--- config.mk ---
export PLATFORM = sky130hd
export DESIGN_NAME = div_clk_monitor
export DESIGN_NICKNAME = d
export VERILOG_FILES = /design/src/rtl/div_mon_pkg.sv /design/src/rtl/div_mon_edge_det.sv /design/src/rtl/div_clk_monitor.sv
export SDC_FILE = /design/constraint.sdc
export NUM_CORES = 1
export LEC_CHECK = 0
export CORE_ASPECT_RATIO = 1.25
export CORE_MARGIN = 4
export CORE_UTILIZATION = 40
export CTS_CLUSTER_DIAMETER = 60
export DETAILED_ROUTE_END_ITERATION = 12
export PLACE_DENSITY_LB_ADDON = 0.15
export SLEW_MARGIN = 20
export SYNTH_ARGS = -nofsm -noshare
export SYNTH_HDL_FRONTEND = slang
export SYNTH_SLANG_ARGS = --single-unit
--- constraint.sdc ---
create_clock -name clk -period 3.85 [get_ports clk]
set_input_delay 0.5775 -clock clk [delete_from_list [all_inputs] [get_ports clk]]
set_output_delay 0.5775 -clock clk [all_outputs]
set_load 0.01 [all_outputs]
--- src/rtl/div_mon_pkg.sv ---
// Shared types and helpers for the divided-clock monitor.
package div_mon_pkg;

    typedef enum logic [1:0] {IDLE, ARM, MEAS, LOCKED} div_mon_state_t;

    // High time is acceptable at either side of N/2, so odd N tolerates one cycle of skew.
    function automatic logic duty_ok(input logic [31:0] n, input logic [31:0] hi);
        return (hi == (n >> 1)) || (hi == ((n + 32'd1) >> 1));
    endfunction

endpackage

--- src/rtl/div_mon_edge_det.sv ---
// Rising-edge detector for the monitored divided clock.
// Optional two-flop synchroniser on the input when DIV_MON_SYNC_EN is defined.
module div_mon_edge_det
    import div_mon_pkg::*;
(
    input  logic clk,
    input  logic rst,
    input  logic clk_div_in,
    output logic samp,
    output logic rise
);

    logic prev;

`ifdef DIV_MON_SYNC_EN
    logic [1:0] sync;

    always_ff @(posedge clk or posedge rst) begin
        if (rst) sync <= 2'b00;
        else     sync <= {sync[0], clk_div_in};
    end

    assign samp = sync[1];
`else
    assign samp = clk_div_in;
`endif

    always_ff @(posedge clk or posedge rst) begin
        if (rst) prev <= 1'b0;
        else     prev <= samp;
    end

    assign rise = samp & ~prev;

endmodule

--- src/rtl/div_clk_monitor.sv ---
// Measures period and high time of a divided clock in clk cycles and checks them against expected_div.
// Define DIV_MON_SYNC_EN to synchronise clk_div_in when it is not launched from clk.
module div_clk_monitor
    import div_mon_pkg::*;
#(
    parameter int CNT_W    = 8,
    parameter int LOCK_CNT = 4
) (
    input  logic             clk,
    input  logic             rst,
    input  logic             enable,
    input  logic             clk_div_in,
    input  logic [CNT_W-1:0] expected_div,
    output logic [CNT_W-1:0] meas_period,
    output logic [CNT_W-1:0] meas_high,
    output logic             meas_valid,
    output logic             locked,
    output logic             err_period,
    output logic             err_duty,
    output logic             err_timeout
);

    localparam int GW = $clog2(LOCK_CNT + 1);
    localparam logic [CNT_W-1:0] CNT_MAX = '1;
    localparam logic [CNT_W-1:0] CNT_ONE = 1;
    localparam logic [GW-1:0]    G_ONE   = 1;

    logic samp, rise;

    div_mon_edge_det u_edge (
        .clk        (clk),
        .rst        (rst),
        .clk_div_in (clk_div_in),
        .samp       (samp),
        .rise       (rise)
    );

    div_mon_state_t   state, state_nxt;
    logic [CNT_W-1:0] per_cnt, hi_cnt;
    logic [GW-1:0]    good_cnt;
    logic             active, do_meas, per_bad, duty_bad, good, timeout, lock_hit;

    always_comb begin
        active   = (state != IDLE);
        do_meas  = enable && rise && (state == MEAS || state == LOCKED);
        per_bad  = (per_cnt != expected_div);
        duty_bad = !duty_ok(32'(expected_div), 32'(hi_cnt));
        good     = !per_bad && !duty_bad;
        // A rise on the saturating cycle is still a (bad) measurement, not a timeout.
        timeout  = enable && active && !rise && (per_cnt == CNT_MAX);
        lock_hit = good && (int'(good_cnt) + 1 >= LOCK_CNT);

        state_nxt = state;
        if (!enable) begin
            state_nxt = IDLE;
        end else begin
            case (state)
                IDLE:    state_nxt = ARM;
                ARM:     if (!timeout && rise) state_nxt = MEAS;
                MEAS:    if (timeout) state_nxt = ARM;
                         else if (do_meas && lock_hit) state_nxt = LOCKED;
                LOCKED:  if (timeout) state_nxt = ARM;
                         else if (do_meas && !good) state_nxt = MEAS;
                default: state_nxt = IDLE;
            endcase
        end
    end

    always_ff @(posedge clk or posedge rst) begin
        if (rst) state <= IDLE;
        else     state <= state_nxt;
    end

    always_ff @(posedge clk or posedge rst) begin
        if (rst) begin
            per_cnt     <= '0;
            hi_cnt      <= '0;
            good_cnt    <= '0;
            meas_period <= '0;
            meas_high   <= '0;
            meas_valid  <= 1'b0;
            locked      <= 1'b0;
            err_period  <= 1'b0;
            err_duty    <= 1'b0;
            err_timeout <= 1'b0;
        end else begin
            meas_valid  <= 1'b0;
            err_period  <= 1'b0;
            err_duty    <= 1'b0;
            err_timeout <= 1'b0;
            if (!enable) begin
                per_cnt     <= '0;
                hi_cnt      <= '0;
                good_cnt    <= '0;
                locked      <= 1'b0;
                meas_period <= '0;
                meas_high   <= '0;
            end else if (!active) begin
                per_cnt <= '0;
                hi_cnt  <= '0;
            end else if (timeout) begin
                err_timeout <= 1'b1;
                locked      <= 1'b0;
                good_cnt    <= '0;
                per_cnt     <= '0;
                hi_cnt      <= '0;
            end else begin
                if (rise) begin
                    per_cnt <= CNT_ONE;
                    hi_cnt  <= {{(CNT_W-1){1'b0}}, samp};
                end else begin
                    if (per_cnt != CNT_MAX)          per_cnt <= per_cnt + CNT_ONE;
                    if (samp && hi_cnt != CNT_MAX)   hi_cnt  <= hi_cnt + CNT_ONE;
                end
                if (do_meas) begin
                    meas_period <= per_cnt;
                    meas_high   <= hi_cnt;
                    meas_valid  <= 1'b1;
                    err_period  <= per_bad;
                    err_duty    <= duty_bad;
                    if (!good) begin
                        good_cnt <= '0;
                        locked   <= 1'b0;
                    end else if (state == MEAS) begin
                        good_cnt <= good_cnt + G_ONE;
                        if (lock_hit) locked <= 1'b1;
                    end
                end
            end
        end
    end

endmodule
==> metrics <==
number of synthesized register bits=43; clock latency at the later pin of the worst-skew pair=0.30 ns; Synth Area in Simple Gates=20.3%; slew margin rel.=51.7%; I/O pin cnt=33; Post-synth EDFFs=0; fraction of registers with async set/reset=100%; vias in the first global route=1744; setup bufs post-CTS=0; Fmax=0.354 GHz; Area Overhead vs Synth=21.7%; RD Place Congestion=0.790; fin cells=331; Core ar.=5520 um2; element type at the critical path end=flip-flop; initial antenna violation count=0; most used cells in the layout excluding fill and tap cells=dfrtp_1 (43), clkdlybuf4s50_1 (32), nor2_1 (25); CTS Buffer Depth=2; Crit-path slowest cell=a2111oi_4; Tot Pwr=1.00 mW; Synth Area in Adders=2.16%; Final Slew Violations=0; placed insts=323; Seq. cell area=1080 um2; mux contribution to synthesized area=0.865%; clk root buf=clkbuf_8; wire length per cell=15.2 um; Power Density=356 nW/um2; Residual DRC=0; via count=1829; Mapped Nets=248; clk sink count=43; htree depth=2; first drt pass iteration count=4; setup violators final=0; register area share after synthesis=46.5%; CTS clock-pin slew for the worst setup and hold paths=0.08 ns; GRT Overall Usage=14.9%; Hold Path Class=reg -> reg; leakage=1.22 nW; Mean Syn Cell Area=9.97 um2; Core Util, Final=51.0%; area occupied by multi-input gates=1160 um2; startpoint types=primary input; ANT cells=0; Final period util=73.3%; starting density of the core=41.9%; status=completed; Worst R2R Setup Slack=1.60 ns; synthesis warning total=0; minimum clock period=2.82 ns; row cnt=30; Routed WL=5020 um; first-pass GRT wire length=8600 um; Area after DPL=2700 um2; chip height=93.0 um; Setup Skew=0.00698 ns; IO Port Bufs=32; total gr overflow=0; fin nets=282; Synth Instances=232; 1st-iter DRT viols=126; Synth Flop Type=dfrtp_1; area of the die=7070 um2; largest net degree at the start of global routing=29; Least-Margin Pin Slew=0.721 ns; CTS hold repair buffers=0; post-DP HPWL=3700 um; fin area=2820 um2; unrepaired setup endpoints after global routing=false; synthesized area=2310 um2; layout cells sized above 1=5.99%; WP data required=4.05 ns; Final Hold Vio Count=0; TritonCTS clock tree=done; commonest non-fill, non-tap cell in the layout=dfrtp_1; Critical Path Max Stage Delay=0.58 ns; CP Cell Sequence=clkdlybuf4s50_1, ha_1, and3_1, a221oi_1, o21ai_1, a2111oi_4, a31oi_1, o32ai_1; Inserted Clock Buffers=5; post-synthesis compound-gate area fraction=15.2%; largest family of logic cells by synthesized area=simple AND/OR/NAND/NOR gates; Cell variety after synth=41; crit path max fanout=8; via/cell ratio=5.53; number of fill cells=534; MaxCap Viol Count=0; critical path class=in -> reg; post-synthesis xor/xnor area fraction=11.7%; VDD IR max=0.000219 V; setup TNS=0 ns; die width=76.0 um; Post-CTS Resized=0; DRT antenna net count=0; arrival time worst endpoint=3.02 ns
==> kinds of logic (layout without fill, tap and decap cells) <==
| kind of cell | after synthesis | after routing |
|---|---|---|
| mux | 2 | 2 |
| xor+xnor | 31 | 31 |
| fa+ha+maj | 4 | 4 |
| compound gates | 45 | 45 |
| flops | 43 | 43 |
| simple gates | 91 | 91 |
| buf+inv | 16 | 51 |
==> final timing paths <==
path | startpoint | endpoint | cells after the start
worst min-delay path | meas_high[4]$_DFFE_PP0P_ | meas_high[4]$_DFFE_PP0P_ | 1
min in group asynchronous | rst | meas_period[0]$_DFFE_PP0P_ | 2
worst min register to register | meas_high[4]$_DFFE_PP0P_ | meas_high[4]$_DFFE_PP0P_ | 1
max in group asynchronous | rst | meas_high[7]$_DFFE_PP0P_ | 3
worst max-delay path | expected_div[1] | state[0]$_DFFE_PP0P_ | 8
worst max register to register | hi_cnt[4]$_DFFE_PP0P_ | state[0]$_DFFE_PP0P_ | 6
==> registers in the layout, indices dropped and copies added (netlist names), 2 cells and up <==
signal,cells
hi_cnt,8
meas_high,8
meas_period,8
per_cnt,8
good_cnt,3
state,2
==> power by group <==
| group | internal, mW | total, mW | switching [mW] |
|---|---|---|---|
| Sequential | 0.467 | 0.497 | 0.0303 |
| Clock | 0.210 | 0.365 | 0.155 |
| Combinational | 0.0605 | 0.141 | 0.0801 |
==> layout make-up <==
class                           instances  share of cell area [%]
Timing Repair Buffer                   37                    12.7
Clock inverter                          2                    1.24
Inverter                                6                   0.800
Clock buffer                            6                    2.93
Sequential cell                        43                    38.2
Tap cell                               64                    2.84
Multi-Input combinational cell        173                    41.3
==> through the flow <==
| stage | hold slack (ns) | worst slack (ns) |
|---|---|---|
| finish | 0.507 | 1.03 |
| global route | 0.526 | 0.861 |
| CTS | 0.514 | 1.05 |
| detailed placement | 0.492 | 0.747 |
| global placement | 0.490 | 0.787 |
| floorplan | 0.479 | 1.45 |
==> critical path, delay by kind of cell <==
kind,cells,cell delay [ns]
fa+ha+maj,1,0.26
buf+inv,1,0.50
compound gates,5,1.46
simple gates,1,0.22
==> synthesized netlist by cell type, types with 2 or more instances <==
library cell	count	area (um2)
dfrtp_1	43	1080
nor2_1	25	93.8
xnor2_1	20	175
nand2_1	18	67.6
a22o_1	16	140
xor2_1	11	96.3
and3_1	9	56.3
nand3_1	9	45.0
nand4_1	8	50.1
clkbuf_1	7	26.3
a21oi_1	6	30.0
and2_1	6	37.5
inv_1	6	22.5
o21ai_0	5	25.0
ha_1	4	50.1
a31oi_1	3	18.8
and4_1	3	26.3
nor2b_1	3	18.8
buf_4	2	15.0
mux2i_1	2	20.0
nand2b_1	2	12.5
nor3_1	2	10.0
nor3b_1	2	15.0
o211ai_1	2	15.0
o221ai_1	2	17.5
==> metal layers <==
metal	routed length, um	up-vias	track usage, %
met1	2310	887	19.9
met4	67	0	4.90
met5	0	-	0
li1	-	896	-
met2	2410	41	24.0
met3	228	5	3.37
No activity file was read; power rests on OpenSTA's default activity.
